File: config.mk
export PLATFORM = sky130hd
export DESIGN_NAME = stream_extremum
export DESIGN_NICKNAME = d
export VERILOG_FILES = /design/src/rtl/stream_extremum_pkg.sv /design/src/rtl/stream_extremum_tree.sv /design/src/rtl/stream_extremum.sv
export SDC_FILE = /design/constraint.sdc
export NUM_CORES = 1
export LEC_CHECK = 0
export ABC_AREA = 1
export CORE_MARGIN = 2
export CORE_UTILIZATION = 33
export CTS_CLUSTER_DIAMETER = 200
export DETAILED_ROUTE_END_ITERATION = 6
export GPL_TIMING_DRIVEN = 0
export PLACE_DENSITY = 0.85
export SYNTH_ARGS = -nofsm -noshare
export SYNTH_HDL_FRONTEND = slang
export SYNTH_SLANG_ARGS = --single-unit
File: constraint.sdc
create_clock -name clk -period 3.7 [get_ports clk]
set_clock_uncertainty 0.05 [all_clocks]
set_input_delay 0.37 -clock clk [delete_from_list [all_inputs] [get_ports clk]]
set_output_delay 0.37 -clock clk [all_outputs]
set_load 0.005 [all_outputs]
File: src/rtl/stream_extremum_pkg.sv
// -----------------------------------------------------------------------------
// stream_extremum_pkg
// Shared definitions for the streaming min/max reduction unit:
//   - state_t        : FSM encoding (IDLE / ACCUM / HOLD)
//   - idx_w/bcnt_w   : width derivations for element index and beat counter
//   - extend         : widen a DATA_WIDTH value to CMP_W bits (sign or zero)
//   - better         : strict "a beats b" compare for min or max mode
// No ports (package).
// -----------------------------------------------------------------------------
package stream_extremum_pkg;

   typedef enum logic [1:0] {
      ST_IDLE  = 2'd0,
      ST_ACCUM = 2'd1,
      ST_HOLD  = 2'd2
   } state_t;

   // Common compare width; element widths up to 64 bits are supported.
   localparam int CMP_W = 64;

   function automatic int idx_w(input int vec_len);
      return (vec_len > 1) ? $clog2(vec_len) : 1;
   endfunction

   function automatic int bcnt_w(input int beats);
      return (beats > 1) ? $clog2(beats) : 1;
   endfunction

   // Bits at or above 'width' are filled with the element's sign bit when
   // is_signed is set, else with zero, so one wide compare serves both modes.
   function automatic logic [CMP_W-1:0] extend(input logic [CMP_W-1:0] v,
                                               input int               width,
                                               input logic             is_signed);
      logic [CMP_W-1:0] r;
      logic             fill;
      fill = is_signed & v[6'(width - 1)];
      for (int i = 0; i < CMP_W; i++) begin
         r[6'(i)] = (i < width) ? v[6'(i)] : fill;
      end
      return r;
   endfunction

   // Strictly better: equal values never win, which keeps the lowest index.
   function automatic logic better(input logic [CMP_W-1:0] a,
                                   input logic [CMP_W-1:0] b,
                                   input logic             mode_max,
                                   input logic             is_signed);
      logic gt;
      logic lt;
      if (is_signed) begin
         gt = $signed(a) > $signed(b);
         lt = $signed(a) < $signed(b);
      end else begin
         gt = a > b;
         lt = a < b;
      end
      return mode_max ? gt : lt;
   endfunction

endpackage

File: src/rtl/stream_extremum_tree.sv
// -----------------------------------------------------------------------------
// stream_extremum_tree
// Combinational log2(LANES)-level comparator tree over one input beat.
// Ports:
//   i_data     : LANES elements, lane k at [DATA_WIDTH*(k+1)-1 : DATA_WIDTH*k]
//   i_mode_max : 0 = pick minimum, 1 = pick maximum
//   o_value    : winning element value
//   o_lane     : lane index of the winner (lowest lane wins ties)
// -----------------------------------------------------------------------------
module stream_extremum_tree
   import stream_extremum_pkg::*;
#(
   parameter  int DATA_WIDTH = 16,
   parameter  int LANES      = 4,
   parameter  int SIGNED     = 1,
   localparam int LANE_W     = (LANES > 1) ? $clog2(LANES) : 1
) (
   input  logic [DATA_WIDTH*LANES-1:0] i_data,
   input  logic                        i_mode_max,
   output logic [DATA_WIDTH-1:0]       o_value,
   output logic [LANE_W-1:0]           o_lane
);

   localparam int   LEVELS    = $clog2(LANES);
   localparam logic IS_SIGNED = (SIGNED != 0);

   always_comb begin
      logic [DATA_WIDTH-1:0] val [LEVELS+1][LANES];
      logic [LANE_W-1:0]     idx [LEVELS+1][LANES];
      for (int l = 0; l <= LEVELS; l++) begin
         for (int n = 0; n < LANES; n++) begin
            val[l][n] = '0;
            idx[l][n] = '0;
         end
      end
      for (int k = 0; k < LANES; k++) begin
         val[0][k] = i_data[DATA_WIDTH*k +: DATA_WIDTH];
         idx[0][k] = LANE_W'(k);
      end
      // The left child always covers lower lanes than the right child, so
      // taking the right one only when strictly better keeps the lowest lane.
      for (int l = 0; l < LEVELS; l++) begin
         for (int n = 0; n < (LANES >> (l + 1)); n++) begin
            if (better(extend(CMP_W'(val[l][2*n+1]), DATA_WIDTH, IS_SIGNED),
                       extend(CMP_W'(val[l][2*n]),   DATA_WIDTH, IS_SIGNED),
                       i_mode_max, IS_SIGNED)) begin
               val[l+1][n] = val[l][2*n+1];
               idx[l+1][n] = idx[l][2*n+1];
            end else begin
               val[l+1][n] = val[l][2*n];
               idx[l+1][n] = idx[l][2*n];
            end
         end
      end
      o_value = val[LEVELS][0];
      o_lane  = idx[LEVELS][0];
   end

endmodule

File: src/rtl/stream_extremum.sv
// -----------------------------------------------------------------------------
// stream_extremum
// Streaming min/max reduction: one vector of VEC_LEN elements arrives as
// LANES-wide beats; the unit returns the extreme value and its element index.
// Handshakes: a beat transfers when i_in_valid & o_in_ready are high at a
// rising edge; a result transfers when o_out_valid & i_out_ready are high at a
// rising edge. Both ready/valid outputs are registered, so nothing on the
// input side combinationally reaches o_in_ready.
// Ports:
//   clk, rst_n    : clock (rising edge), asynchronous active-low reset
//   i_mode_max    : 0 = min, 1 = max, taken from the first beat of a vector
//   i_in_valid/o_in_ready/i_in_data/i_in_last : beat stream
//   o_out_valid/i_out_ready : result handshake
//   o_out_value   : extreme value
//   o_out_index   : element index (beat*LANES + lane)
//   o_out_len_err : vector did not contain exactly BEATS beats
//   o_state       : current FSM state (state_t encoding)
// -----------------------------------------------------------------------------
module stream_extremum
   import stream_extremum_pkg::*;
#(
   parameter  int DATA_WIDTH = 16,
   parameter  int LANES      = 4,
   parameter  int VEC_LEN    = 64,
   parameter  int SIGNED     = 1,
   localparam int BEATS      = VEC_LEN / LANES,
   localparam int IDX_W      = idx_w(VEC_LEN),
   localparam int BCNT_W     = bcnt_w(BEATS)
) (
   input  logic                        clk,
   input  logic                        rst_n,
   input  logic                        i_mode_max,
   input  logic                        i_in_valid,
   output logic                        o_in_ready,
   input  logic [DATA_WIDTH*LANES-1:0] i_in_data,
   input  logic                        i_in_last,
   output logic                        o_out_valid,
   input  logic                        i_out_ready,
   output logic [DATA_WIDTH-1:0]       o_out_value,
   output logic [IDX_W-1:0]            o_out_index,
   output logic                        o_out_len_err,
   output logic [1:0]                  o_state
);

   localparam int   LANE_W    = (LANES > 1) ? $clog2(LANES) : 1;
   localparam logic IS_SIGNED = (SIGNED != 0);

   state_t                r_state;
   logic                  r_mode_max;
   logic [BCNT_W-1:0]     r_beat_cnt;
   logic [DATA_WIDTH-1:0] r_acc_val;
   logic [IDX_W-1:0]      r_acc_idx;
   logic                  r_len_err;
   logic                  r_in_ready;
   logic                  r_out_valid;

   logic                  w_mode;
   logic [DATA_WIDTH-1:0] w_tree_val;
   logic [LANE_W-1:0]     w_tree_lane;
   logic [IDX_W-1:0]      w_elem_idx;
   logic                  w_accept;
   logic                  w_cnt_last;
   logic                  w_term;
   logic                  w_len_err;
   logic                  w_take;

   // The first beat of a vector uses the live mode; later beats use the latch.
   assign w_mode = (r_state == ST_IDLE) ? i_mode_max : r_mode_max;

   stream_extremum_tree #(
      .DATA_WIDTH (DATA_WIDTH),
      .LANES      (LANES),
      .SIGNED     (SIGNED)
   ) u_tree (
      .i_data     (i_in_data),
      .i_mode_max (w_mode),
      .o_value    (w_tree_val),
      .o_lane     (w_tree_lane)
   );

   // r_in_ready is only ever high in IDLE/ACCUM, so accept implies one of them.
   assign w_accept   = i_in_valid & r_in_ready;
   // r_beat_cnt is zero in IDLE, so the same base works for the first beat.
   assign w_elem_idx = IDX_W'(int'(r_beat_cnt) * LANES + int'(w_tree_lane));
   // Beat being accepted is the BEATS-th one (also true in IDLE when BEATS==1).
   assign w_cnt_last = (r_beat_cnt == BCNT_W'(BEATS - 1));
   assign w_term     = i_in_last | w_cnt_last;
   // Clean only when in_last lands exactly on the BEATS-th beat.
   assign w_len_err  = ~(i_in_last & w_cnt_last);
   assign w_take     = (r_state == ST_IDLE) |
                       better(extend(CMP_W'(w_tree_val), DATA_WIDTH, IS_SIGNED),
                              extend(CMP_W'(r_acc_val),  DATA_WIDTH, IS_SIGNED),
                              r_mode_max, IS_SIGNED);

   always_ff @(posedge clk or negedge rst_n) begin
      if (!rst_n) begin
         r_state     <= ST_IDLE;
         r_mode_max  <= 1'b0;
         r_beat_cnt  <= '0;
         r_acc_val   <= '0;
         r_acc_idx   <= '0;
         r_len_err   <= 1'b0;
         r_in_ready  <= 1'b0;
         r_out_valid <= 1'b0;
      end else begin
         case (r_state)
            ST_IDLE, ST_ACCUM: begin
               if (r_state == ST_IDLE) begin
                  r_in_ready <= 1'b1;
               end
               if (w_accept) begin
                  if (r_state == ST_IDLE) begin
                     r_mode_max <= i_mode_max;
                  end
                  if (w_take) begin
                     r_acc_val <= w_tree_val;
                     r_acc_idx <= w_elem_idx;
                  end
                  if (w_term) begin
                     r_state     <= ST_HOLD;
                     r_beat_cnt  <= '0;
                     r_in_ready  <= 1'b0;
                     r_out_valid <= 1'b1;
                     r_len_err   <= w_len_err;
                  end else begin
                     r_state    <= ST_ACCUM;
                     r_beat_cnt <= r_beat_cnt + BCNT_W'(1);
                  end
               end
            end
            ST_HOLD: begin
               if (i_out_ready) begin
                  r_state     <= ST_IDLE;
                  r_out_valid <= 1'b0;
                  r_in_ready  <= 1'b1;
               end
            end
            default: begin
               r_state <= ST_IDLE;
            end
         endcase
      end
   end

   // The accumulator doubles as the result register; it cannot change in
   // HOLD because no beat is accepted there.
   assign o_in_ready    = r_in_ready;
   assign o_out_valid   = r_out_valid;
   assign o_out_value   = r_acc_val;
   assign o_out_index   = r_acc_idx;
   assign o_out_len_err = r_len_err;
   assign o_state       = r_state;

endmodule

==> impl_metrics.py <==
metrics = {
    "outcome": {
        "status": "finished, final reports clean",
    },
    "power_and_ir_drop": {
        "cellLeakagePower_nw": 0.7962,
        "power.density_nw_per_um2": 544.9,
        "ir_drop_v": 0.0002605,
        "p_total_mw": 0.8693,
    },
    "die": {
        "initial_core_util_pct": 35.24,
        "core_area_um2": 3078,
        "die_y_um": 61.34,
        "dieWidth_um": 61.34,
        "placementRows": 20,
        "dieArea_um2": 3762,
        "num_io_pins": 97,
    },
    "final_layout": {
        "drive_above_1_share_pct": 9.091,
        "layoutNonFillerInstCount": 220,
        "final_nets": 248,
        "final_area_um2": 1595,
        "area_growth_pct": 47.06,
        "antenna_cells": 0,
    },
    "worst_setup_path": {
        "slowest_stage": "clkdlybuf4s50_1",
        "endpoint_kind": "primary output",
        "path_buf_inv": 1,
        "critPathTopFamily": "buffers and inverters",
        "crit_chain": "clkdlybuf4s50_1",
        "startpoint_type": "flop",
        "crit_required_ps": 3280,
        "cp.arrival_ps": 1290,
        "crit_fanout": 4,
        "critPathMaxStageDelay_ps": 530,
        "path_class": "flop to primary output",
    },
    "sta": {
        "finalCritPeriodShare_pct": 46.09,
        "hold_violations": 0,
        "rsz0062_at_grt": "no",
        "setup_tns_ps": 0,
        "min_period_ps": 1705,
        "worst_pin_slew_ps": 1090,
        "fmaxAchievable_ghz": 0.5864,
        "fin_hold_ws_ps": 431.7,
        "relSlewSlack_pct": 27.11,
        "slew_violations": 0,
        "setup_violations": 0,
    },
    "clock_tree": {
        "cts.sinks": 25,
        "cts_tree": "yes",
        "clk_latency_ps": 310,
        "htree_num_levels": 1,
        "root_buffer": "clkbuf_4",
        "cts_made_buffers": 3,
        "clkSlewWorstSetupHoldPaths_ps": 130,
        "cts_resized": 0,
        "clk_path_buf_depth": 2,
        "postCtsSetupRepairBufs": 0,
        "cts_hold_buf": 0,
    },
    "grt": {
        "grt_max_degree": 26,
        "grt_first_pass_wirelength_mm": 3.422,
        "track_usage_pct": 12.36,
        "grt_pass1_vias": 802,
        "antenna_found_initial": 0,
        "overflow": 0,
    },
    "synth": {
        "yosysSeqAreaShare_pct": 57.67,
        "synth_cell_types": 16,
        "syn-cell-area_um2": 1085,
        "synth_warnings": 0,
        "synthCells": 126,
        "ys_ff_latch": 25,
        "avgSynthCellArea_um2": 8.609,
    },
    "drt": {
        "drt_iter0_markers": 12,
        "ant_nets": 0,
        "drt_first_pass_iters": 4,
        "drc": 0,
        "viasPerCell": 4.023,
        "avgRoutedWirePerCell_um": 9.609,
        "vias": 885,
        "drt_wl_total_mm": 2.114,
    },
    "hold_path": {
        "min_path_type": "flop to flop",
    },
    "job": {
        "maxCapViolCount": 0,
    },
    "placed_design": {
        "dp.cells": 216,
        "hpwlAfterDp_mm": 1.576,
        "gp_congestion": 0.7031,
        "portBuffers": 41,
        "placed_cell_area_um2": 1569,
    },
}
==> metrics by stage <==
step | setup slack [ps] | utilization [%]
final | 1995 | 51.83
after global routing | 1930 | 51.83
after CTS | 1973 | 51.83
after detailed placement | 1888 | 50.98
after global placement | 1912 | 50.98
after floorplan | 2531 | -
==> flip-flops by register name, summed over array words and instances, names as in the netlist <==
signal         cells
o_state            2
o_out_value       16
r_beat_cnt         4
o_out_valid        1
o_in_ready         1
o_out_len_err      1
==> final cells by class <==
class,count,area (um2)
Sequential cell,25,625.6
Buffer,10,77.57
Clock buffer,4,26.28
Fill cell,297,1483
Multi-Input combinational cell,88,370.4
Tap cell,44,55.05
Timing Repair Buffer,41,410.4
Inverter,8,30.03
==> cell usage after synthesis <==
cell / n / area share [%]
nand2_1: 60 / 21
dfrtp_1: 25 / 58
inv_1: 8 / 2.8
buf_4: 6 / 4.2
o21ai_0: 5 / 2.3
nor2_1: 4 / 1.4
nand3_1: 3 / 1.4
o21ai_1: 3 / 1.4
a21oi_1: 2 / 0.92
buf_2: 2 / 0.92
buf_6: 2 / 2.1
nand2_2: 2 / 1.2
conb_1: 1 / 0.35
ha_1: 1 / 1.2
nor2_4: 1 / 1.0
or2_0: 1 / 0.58
==> where the power goes <==
part / leakage [nW] / internal [mW] / switching [mW] / total, mW
combinational: 0.473 / 0.204 / 0.131 / 0.334
sequential: 0.309 / 0.362 / 0.0552 / 0.417
clock: 0.0150 / 0.0420 / 0.0762 / 0.118
total: 0.796 / 0.607 / 0.262 / 0.869
==> kinds of logic after synthesis <==
kind of cell	after synthesis	synth area share, %
compound gates	10	4.613
fa+ha+maj	1	1.153
buf+inv	18	9.919
flops	25	57.67
other cells	1	0.3457
simple gates	71	26.30
==> cell usage in the layout (no fill, tap or decap), drive strengths merged <==
cell,netlist,layout
o21ai,8,8
dfrtp,25,25
nor2,5,5
ha,1,1
conb,1,6
nand3,3,3
clkdlybuf4s50,0,41
or2,1,1
buf,10,10
clkbuf,0,4
nand2,62,62
inv,8,8
a21oi,2,2
==> per-layer routing <==
layer	wire, um	global-route usage [%]	part of all wire (%)
met1	949	14.57	45
met2	1047	22.19	50
met3	117	2.521	5.5
met5	0	0	0
met4	0	4.559	0
==> worst paths after layout <==
kind	startpoint	slack, ps	endpoint	cells after the start
worst min-delay path	o_out_value[6]$_DFFE_PN0P_	430	o_out_value[6]$_DFFE_PN0P_	2
max in group asynchronous	rst_n	2360	o_out_value[10]$_DFFE_PN0P_	1
worst min register to register	o_out_value[6]$_DFFE_PN0P_	430	o_out_value[6]$_DFFE_PN0P_	2
worst max register to register	r_beat_cnt[0]$_DFFE_PN0P_	2380	o_in_ready$_DFFE_PN0P_	6
min in group asynchronous	rst_n	580	o_in_ready$_DFFE_PN0P_	1
worst max-delay path	o_state[1]$_DFFE_PN0P_	1990	o_state[1]	1
(Power assumes the default switching activity.)
==> edit (same settings) <==
Register the output `o_out_len_err` once more, cleared by the reset; this adds one clock of latency there. The other outputs are not delayed to match.
--- a/src/rtl/stream_extremum.sv
+++ b/src/rtl/stream_extremum.sv
@@ -148,7 +148,13 @@
    assign o_out_valid   = r_out_valid;
    assign o_out_value   = r_acc_val;
    assign o_out_index   = r_acc_idx;
-   assign o_out_len_err = r_len_err;
+   always_ff @(posedge clk or negedge rst_n) begin
+      if (!rst_n) begin
+         o_out_len_err <= '0;
+      end else begin
+         o_out_len_err <= r_len_err;
+      end
+   end
    assign o_state       = r_state;
 
 endmodule
Behaviour: not the same (Yosys sat finds a counterexample within 4 cycles, from zero or initial values and one cycle with rst_n low).
==> edit against the original RTL <==
Final area increased by 3.4%. Non-clock buffer count did not move. Power grew 10%. Routed wire length decreased by 0.28%. Synthesized area up 2.3%. Critical path depth unchanged. First-iteration DRC count increased by 92%. Sequential cell count grew 1. Worst setup slack got worse by 0.030 ns. Highest routed layer is now met4.
==> edit: results (changes against the original RTL) <==
run_status:
  run_status: "completed"  # unchanged
hold_path:
  min_from: "r_len_err"  # was o_out_value[6]
  hold_path_class: "reg2reg"  # unchanged
layout:
  nNetsFinal: 249  # was 248
  layout-drive-gt1-share_pct: 9.605  # was 9.091%
  clock_cell_area_share_pct: 3.187  # was 1.647%
  fillers: 317  # was 297
  multi_input_area_sq_um: 370.4  # unchanged
  nonClkBufAreaFrac_pct: 29.59  # was 30.59%
  n_all_buffers: 51  # unchanged
  num_antenna_cells: 0  # unchanged
  seq_share_pct: 39.45  # was 39.22%
  nNonClkInverters: 8  # unchanged
  largest_register_ffs: 16  # unchanged
routing:
  wl_per_cell_microns: 9.453  # was 9.609 microns
  wl_met1_microns: 920  # was 949 microns
  drt-vias-per-instance: 3.991  # was 4.023
  met3_length_microns: 98  # was 117 microns
  firstDrtPassIters: 6  # was 4
  topRoutingLayerUsed: "met4"  # was met3
  drtIter0Drc: 23  # was 12
  met2WireLength_microns: 1063  # was 1047 microns
clock_network:
  root_buffer: "clkbuf_4"  # unchanged
  postCtsSetupBuffers: 0  # unchanged
  cts.repair.resized: 0  # unchanged
  cts_max_path_buffers: 2  # unchanged
  numCtsBuffers: 3  # unchanged
  h-tree-depth: 1  # unchanged
  path_clk_slew_ns: 0.15  # was 0.13 ns
power:
  power_frac_seq_pct: 45.1  # was 47.9%
  combPwrFrac_pct: 34.7  # was 38.5%
  p_switching_uw: 266.6  # was 261.9 uW
  p_leak_nw: 0.8206  # was 0.7962 nW
  ir_drop_uv: 256.3  # was 260.5 uV
  comb_cell_power_uw: 332
timing:
  tightest_slew_ns: 1.115  # was 1.090 ns
setup_path:
  worstPathArrival_ns: 1.32  # was 1.29 ns
  critPathMaxFanout: 4  # unchanged
  regToRegStartpoint: "r_beat_cnt[0]"  # unchanged
  max_stage_delay_ns: 0.53  # about the same
  slowest_stage: "clkdlybuf4s50_1"  # unchanged
  crit_family: "buffers and inverters"  # unchanged
global_route:
  grt_pass1_wl_microns: 3298  # was 3422 microns
  grt_max_degree: 27  # was 26
  antenna_found_initial: 0  # unchanged
  grt_pass1_vias: 759  # was 802
  track_usage_pct: 11.79  # was 12.36%
yosys:
  yosys_warnings: 0  # unchanged
  ys_top_cells_by_area: "dfrtp_1 59%, nand2_1 20%, buf_4 4.1%"  # was dfrtp_1 58%, nand2_1 21%, buf_4 4.2%
  yosys_register_bits: 26  # was 25
  ys.flop_type: "dfrtp_1"  # unchanged
  synth-async-reset-ratio_pct: 100.0  # unchanged
  yosys-top-cells-count: "60 x nand2_1, 26 x dfrtp_1, 8 x inv_1, 6 x buf_4, 5 x o21ai_0"  # was 60 x nand2_1, 25 x dfrtp_1, 8 x inv_1, 6 x buf_4, 5 x o21ai_0
  synth_cell_types: 16  # unchanged
  ys_seq_area_share_pct: 58.62  # was 57.67%
placement:
  dp_hpwl_microns: 1580  # was 1576 microns
  pre_cts_ws_ns: 1.876  # was 1.888 ns
  gp_congestion: 0.7083  # was 0.7031
floorplan:
  die_area_sq_um: 3843  # was 3762 sq um
-- edit: worst paths after layout --
check	to	slack, ns	depth (start not counted)
setup / recovery	o_state[1]	1.96	1
setup reg to reg	o_state[1]	2.40	5
hold reg to reg	o_out_len_err	0.34	0
hold / removal	o_out_len_err	0.34	0
max in group asynchronous	o_out_value[9]	2.34	1
min in group asynchronous	o_out_value[3]	0.57	1
-- edit: logic make-up (layout without fill, tap and decap cells) --
group           count (synthesis)  after routing  synth area share, %
simple gates                   71             71                25.70
flops                          26             26                58.62
buf+inv                        18             63                9.695
compound gates                 10             10                4.509
fa+ha+maj                       1              1                1.127
other cells                     1              6               0.3379
-- edit: through the flow --
stage                     instance area [sq um]  instances
after CTS                                  1649        223
after global placement                     1597        219
after global routing                       1649        223
final                                      1649        223
after detailed placement                   1597        219
after floorplan                            1129        132
-- edit: per-layer routing --
metal,up-vias,track usage (%)
li1,472,-
met1,391,14.19
met2,25,20.09
met3,2,2.484
met4,0,5.471
met5,-,0
